**config.mk**
```make
export PLATFORM = sky130hd
export DESIGN_NAME = board_ctrl
export DESIGN_NICKNAME = d
export VERILOG_FILES = /design/src/rtl/board_ctrl.sv
export SDC_FILE = /design/constraint.sdc
export NUM_CORES = 1
export LEC_CHECK = 0
export BUFFER_PORTS_ARGS = -buffer_cell sky130_fd_sc_hd__clkbuf_2
export CAP_MARGIN = 20
export CORE_MARGIN = 4
export CORE_UTILIZATION = 35
export DETAILED_ROUTE_END_ITERATION = 10
export PLACE_DENSITY_LB_ADDON = 0.25
export SETUP_SLACK_MARGIN = 0.1
export SYNTH_ARGS = -nofsm -noshare
export SYNTH_HDL_FRONTEND = slang
export SYNTH_SLANG_ARGS = --single-unit
```
**constraint.sdc**
```tcl
create_clock -name clk -period 2.3 [get_ports clk]
set_clock_uncertainty 0.05 [all_clocks]
set_input_delay 0.345 -clock clk [delete_from_list [all_inputs] [get_ports clk]]
set_output_delay 0.345 -clock clk [all_outputs]
set_load 0.01 [all_outputs]
```
**src/rtl/board_ctrl.sv**
```systemverilog
// Paddle-game sequencer: IDLE/PLAY/OVER flow, per-frame board movement
// and a saturating BCD mm:ss play timer.
module board_ctrl #(
    parameter int CLK_HZ   = 100_000_000,
    parameter int SCREEN_W = 640,
    parameter int BOARD_W  = 64,
    parameter int BOARD_Y  = 296,
    parameter int STEP     = 4
) (
    input  logic       clk,
    input  logic       rst,
    input  logic       left,
    input  logic       right,
    input  logic       frame_tick,
    input  logic       miss,
    output logic [9:0] board_x,
    output logic [9:0] board_y,
    output logic [1:0] state,
    output logic [3:0] sec0cnt,
    output logic [3:0] sec1cnt,
    output logic [3:0] min0cnt,
    output logic [3:0] min1cnt
);

    localparam logic [9:0] XMAX  = 10'(SCREEN_W - BOARD_W);
    localparam logic [9:0] XC    = 10'((SCREEN_W - BOARD_W) / 2);
    localparam logic [9:0] STEPV = 10'(STEP);
    localparam int         PW    = (CLK_HZ > 1) ? $clog2(CLK_HZ) : 1;
    localparam logic [PW-1:0] PMAX = PW'(CLK_HZ - 1);

    typedef enum logic [1:0] {
        IDLE = 2'b00,
        PLAY = 2'b01,
        OVER = 2'b10
    } state_t;

    state_t        state_q, state_d;
    logic [9:0]    x_q, x_d;
    logic [PW-1:0] presc_q, presc_d;
    logic [3:0]    s0_q, s0_d, s1_q, s1_d;
    logic [3:0]    m0_q, m0_d, m1_q, m1_d;
    logic          sec_tick, at_max;

    assign sec_tick = (presc_q == PMAX);
    assign at_max   = (m1_q == 4'd9) && (m0_q == 4'd9) &&
                      (s1_q == 4'd5) && (s0_q == 4'd9);

    always_comb begin
        state_d = state_q;
        x_d     = x_q;
        presc_d = presc_q;
        s0_d    = s0_q;
        s1_d    = s1_q;
        m0_d    = m0_q;
        m1_d    = m1_q;
        unique case (state_q)
            IDLE: begin
                x_d     = XC;
                presc_d = '0;
                s0_d    = '0;
                s1_d    = '0;
                m0_d    = '0;
                m1_d    = '0;
                if (left | right) state_d = PLAY;
            end
            PLAY: begin
                if (frame_tick && left && !right)
                    x_d = (x_q < STEPV) ? 10'd0 : x_q - STEPV;
                else if (frame_tick && right && !left)
                    x_d = (x_q > XMAX - STEPV) ? XMAX : x_q + STEPV;
                presc_d = sec_tick ? '0 : presc_q + 1'b1;
                // BCD ripple carry; 99:59 is a hard ceiling
                if (sec_tick && !at_max) begin
                    s0_d = s0_q + 4'd1;
                    if (s0_q == 4'd9) begin
                        s0_d = '0;
                        s1_d = s1_q + 4'd1;
                        if (s1_q == 4'd5) begin
                            s1_d = '0;
                            m0_d = m0_q + 4'd1;
                            if (m0_q == 4'd9) begin
                                m0_d = '0;
                                m1_d = m1_q + 4'd1;
                            end
                        end
                    end
                end
                if (miss) state_d = OVER;
            end
            OVER: begin
                if (frame_tick && left && right) begin
                    state_d = IDLE;
                    x_d     = XC;
                    presc_d = '0;
                    s0_d    = '0;
                    s1_d    = '0;
                    m0_d    = '0;
                    m1_d    = '0;
                end
            end
            default: state_d = IDLE;
        endcase
    end

    always_ff @(posedge clk or posedge rst) begin
        if (rst) begin
            state_q <= IDLE;
            x_q     <= XC;
            presc_q <= '0;
            s0_q    <= '0;
            s1_q    <= '0;
            m0_q    <= '0;
            m1_q    <= '0;
        end else begin
            state_q <= state_d;
            x_q     <= x_d;
            presc_q <= presc_d;
            s0_q    <= s0_d;
            s1_q    <= s1_d;
            m0_q    <= m0_d;
            m1_q    <= m1_d;
        end
    end

    assign board_x = x_q;
    assign board_y = 10'(BOARD_Y);
    assign state   = state_q;
    assign sec0cnt = s0_q;
    assign sec1cnt = s1_q;
    assign min0cnt = m0_q;
    assign min1cnt = m1_q;

endmodule

```
**Word level (Yosys, flattened, before mapping)**

Index checks and enable logic that the tools add are counted.

- Reductions and logical operators: 21
- Magnitude comparators: 2
- Equal/unequal tests: 15
- Muxes and demuxes: 31
- Bitwise logic cells: 1
- Add/sub/neg operators: 7

Operators by type and width:

| cell | count |
|---|---|
| 27-bit case mux with 3 select lines | 1 |
| 4-bit 2-to-1 mux | 14 |
| 27-bit 2-to-1 mux | 2 |
| 10-bit 2-to-1 mux | 5 |
| 4-bit case mux with 3 select lines | 4 |
| 10-bit case mux with 3 select lines | 1 |
| 27-bit by 1-bit adder with 27-bit output, second input constant | 1 |
| 27-bit equality test, second input constant | 1 |
| 4-bit by 1-bit adder with 4-bit output, second input constant | 4 |
| 2-bit != test, second input constant | 7 |
| 4-bit equality test, second input constant | 3 |
| 10-bit by 3-bit adder with 10-bit output, second input constant | 1 |
| 10-bit greater-than comparator, second input constant | 1 |
| 10-bit by 3-bit less-than comparator with 1-bit output, second input constant | 1 |
| 10-bit by 3-bit subtractor with 10-bit output, second input constant | 1 |
| 1-bit logical AND | 9 |
| 3-bit AND reduction | 3 |
| 2-bit 2-to-1 mux | 3 |
| 2-bit case mux with 3 select lines | 1 |
| 6-bit AND reduction | 1 |
| 5-bit AND reduction | 1 |
| 4-bit by 3-bit equality test with 1-bit output, second input constant | 1 |
| 4-bit AND reduction | 1 |
| 1-bit logical NOT | 3 |
| 7 further kinds | 7 |

- Input bits: 6
- Flip-flop bits (word level): 55

**Logic depth before layout (Yosys ltp)**

- Depth after elaboration: 8
- Mapped depth: 9
- Mapped depth without buffers: 7

**Least setup slack after synthesis**

OpenSTA, ideal clock, no wires.

- Kind: register -> register
- From: reg s0_q[1] (netlist: sec0cnt[1])
- To: reg s1_q[0] (netlist: sec1cnt[0])
- Slack: 0.056 ns
- Cell stages (with the launch flop): 8
- Arrival time: 2.067 ns
- Path buffers: 0
- Data required time: 2.123 ns
- Cells stage by stage: dfrtp_1 > inv_1 > ha_1 > nand3b_4 > or4_1 > o21ai_2 > o21ba_2 > mux2_1

- Word-level cells in the longest chain between the ends: 6
- Elaborated cells between the ends (all ways): 7
- Those cells by class: 3 x eq/ne; 4 x reduce/logical

RTL lines:

| element | RTL line | source |
|---|---|---|
| start, declared | 40 | `logic [3:0] s0_q, s0_d, s1_q, s1_d;` |
| start signal, assigned | 110 | `s0_q <= '0;` |
| start signal, assigned | 118 | `s0_q <= s0_d;` |
| 4-bit equality test * | 46, 75 |  |
| 1-bit logical AND | 46 | `(s1_q == 4'd5) && (s0_q == 4'd9);` |
| 1-bit logical NOT | 73 | `if (sec_tick && !at_max) begin` |
| 1-bit logical AND | 73 |  |
| 2-bit != test (no line) | -- |  |
| 4-bit AND reduction (no line) * | -- |  |
| end signal, assigned | 111 | `s1_q <= '0;` |
| end signal, assigned | 119 | `s1_q <= s1_d;` |
| end, declared | 40 |  |

Mark *: on every way between the ends. The rest lies on a longest branch, timed or not.
A chain may end at the register's enable or synchronous reset.

**Worst setup path in the final report**

- From: reg presc_q[1]
- To: reg presc_q[23]

- Word-level cells in the longest chain between the ends: 3
- Elaborated cells between the ends (all ways): 4
- Those cells by class: 1 x add/sub; 1 x eq/ne; 2 x mux

RTL lines:

| element | RTL line | source |
|---|---|---|
| start, declared | 39 | `logic [PW-1:0] presc_q, presc_d;` |
| start signal, assigned | 117 | `presc_q <= presc_d;` |
| 27-bit by 1-bit adder with 27-bit output / 27-bit equality test (equally long branches) | 71, 44 |  |
| 27-bit 2-to-1 mux * | 71 | `presc_d = sec_tick ? '0 : presc_q + 1'b1;` |
| 27-bit case mux with 3 select lines * | 56 | `unique case (state_q)` |

Marks and branches as above.

==> summary.txt <==
area grow syn2layout - 22.9%
fin util - 44.2%
via count - 3,248
floorplan row count - 36
Post-synth EDFFs - 0
global-route wire length before repair - 14,800 microns
number of nets in the layout - 486
I/O pin total - 44
Final Hold Vio Count - 0
Area contributors post-synth - dfrtp_1, o21ai_0, ha_1
Synth Area in Simple Gates - 25.2%
post-DR wirelength/cell - 14.8 microns
Final Cell Area - 4340 sq um
r2r setup slk - 140 ps
synthesized instance count - 408
Clock Tree Root - clkbuf_8
minimum clock period - 2160 ps
placed wire-length estimate - 6390 microns
most common cell in the netlist - dfrtp_1
First DRT Iteration DRCs - 211
Routed WL - 8930 microns
Final WS setup - 139 ps
PwrDens - 861 nW/um^2
adder-cell area share of the yosys netlist - 3.90%
WHS - 153 ps
Initial Util - 36.0%
# hold bufs at CTS - 0
post-synth top area cell - dfrtp_1
mux contribution to synthesized area - 2.66%
Netlist cell types - 66
post-place instance area - 4000 sq um
Sink Count - 53
Die Span Y - 108 microns
setup TNS - 0 ps
fin crit share - 93.9%
gr ovfl total - 0
Post-synth ARST share - 100%
Worst EP arrival - 2310 ps
Core Region - 9820 sq um
number of global-route vias before repair - 2,996
max_cap viols - 0
antenna-violating nets left - 0
Clk pwr share - 16.9%
Synth Area in XOR/XNOR - 0.744%
# setup viols final - 0
Ys Warns - 0
status - complete, no violations
clk_lat worst skew - 310 ps
DR vias/cell - 5.40
Worst Setup SP - presc_q[1]
Leak - 1.91 nW
CTS max path bufs - 2
Synth Area in Compound Gates - 22.1%
CTS tree - yes
VDD IR max - 0.320 mV
Slew HR - 54.1%
port bufs - 31
hold crit path type - input port to async pin
WP data required - 2450 ps
DRC viols - 0
n_diodes - 0
worst slew pin tran - 688 ps
largest net degree at the start of global routing - 54
Sequential Power Share - 35.7%
crit end category - register
Post-Layout Cell Count - 602
routability cong. - 0.826
most frequent cells after synthesis - dfrtp_1, o21ai_0, nand2_1
full die area - 11,800 sq um
Design Power - 3.74 mW
Mapped Avg Cell Area - 8.66 sq um
RR Startpoint - presc_q[1]
sw power - 1.55 mW
depth of the CTS H-tree - 2
largest family of logic cells by synthesized area - simple AND/OR/NAND/NOR gates
startpoint types - register
FF+latch count, synth - 53
share of layout cells above drive strength 1 - 27.9%
Crit Path Class - register to register
top-area cell type share of the netlist area - 36.1%
Die X - 108 microns
Clock Pin Slew Worst Setup and Hold Paths - 90 ps
Total GRT Usage - 15.5%
synthesized cell area - 3530 sq um
Max FO, Critical Path - 9
count of pins over their slew limit - 0
capture point of the critical path - presc_q[23]
max frequency - 463 MHz
CTS Buf Count - 5
Seq/Total Area, Yosys - 37.6%
Top FF cell, synth - dfrtp_1
FILL cells - 977
r2r worst-path depth - 7
pre-CTS setup slack - 38.1 ps
Power Internal - 2.18 mW
Comb pwr share - 47.3%
switching share of power - 41.5%
# placed instances - 589
DRT Pass-1 Iters - 4
RSZ-0062 raised after global routing - true
reg-to-reg endpoint - presc_q[23]
initial antenna violation count - 0
power groups by stage:
stage               clock [mW]  combinational [mW]  sequential [mW]
floorplan                    0                1.05             1.34
global placement             0                1.56             1.33
detailed placement           0                1.57             1.33
CTS                      0.653                1.61             1.32
global route             0.691                1.96             1.37
finish                   0.633                1.77             1.34
sequential cells by signal, indices dropped and copies added, names as in the netlist:
signal,cells
board_x,8
min1cnt,4
state,2
sec0cnt,4
min0cnt,4
sec1cnt,4
presc_q,27
routing by layer:
metal | share of wire, % | wire [microns] | up-vias | track usage (%)
met3 | 3.5 | 316 | 11 | 2.33
met1 | 49 | 4330 | 1560 | 22.7
met2 | 47 | 4180 | 61 | 24.0
met4 | 1.1 | 102 | 0 | 3.88
met5 | 0 | 0 | - | 0
li1 | - | - | 1616 | -
cells by family after synthesis:
logic type      Yosys count
fa+ha+maj                11
buf+inv                  52
xor+xnor                  3
flops                    53
compound gates          119
simple gates            159
mux                       9
other cells               2
cell usage in the layout (no fill, tap or decap), drive strengths merged, types with 3 or more instances in the layout:
master,synthesis,routed
inv,20,20
or3,5,5
o31ai,4,4
conb,2,12
mux2,3,3
nand3b,4,4
mux2i,6,6
a22o,4,4
nor2b,3,3
xor2,3,3
nor4,13,13
buf,18,45
a41oi,4,4
clkbuf,14,36
a21o,6,6
nor3,9,9
o41ai,4,4
o21ai,42,42
a21oi,17,17
or2,8,8
nand4,11,11
dfrtp,51,51
and3,6,6
and2,4,4
o2bb2ai,3,3
nand3,23,23
ha,11,11
nor2,26,26
nand2b,3,3
nand2,32,32
a31oi,16,16
layout make-up:
class	count	area, sq um	area share, %
repair buffers	76	512	11.8
well taps	133	166	3.83
clock buffers	5	68.8	1.59
clock inverters	2	35.0	0.807
inverters	20	75.1	1.73
flip-flops and latches	53	1330	30.6
multi-input cells	313	2150	49.6
how the worst min path moves through the flow:
stage / end / startpoint / slack [ps] / depth (start not counted)
after global placement: presc_q[23] / presc_q[23] / 460 / 1
after CTS: state[0] / miss / 160 / 2
final: board_x[2] / rst / 150 / 3
after detailed placement: presc_q[22] / presc_q[22] / 460 / 1
after floorplan: state[0] / miss / 390 / 1
after global routing: state[0] / miss / 160 / 2
worst max-delay path, stage by stage (launching register included):
cell and delay, ps:
dfrtp_1 390, ha_2 190, nand4_1 130, or4b_4 550, o21ai_4 290, buf_6 180, o21ai_1 80, a21o_1 180
what timing repair did:
action                                  CTS  global route
endpoints found under the setup margin    5            36
buffers inserted                          2             4
pin swaps                                 1             8
gates resized for setup                   3            31
Power figures use the tool's default switching activity.
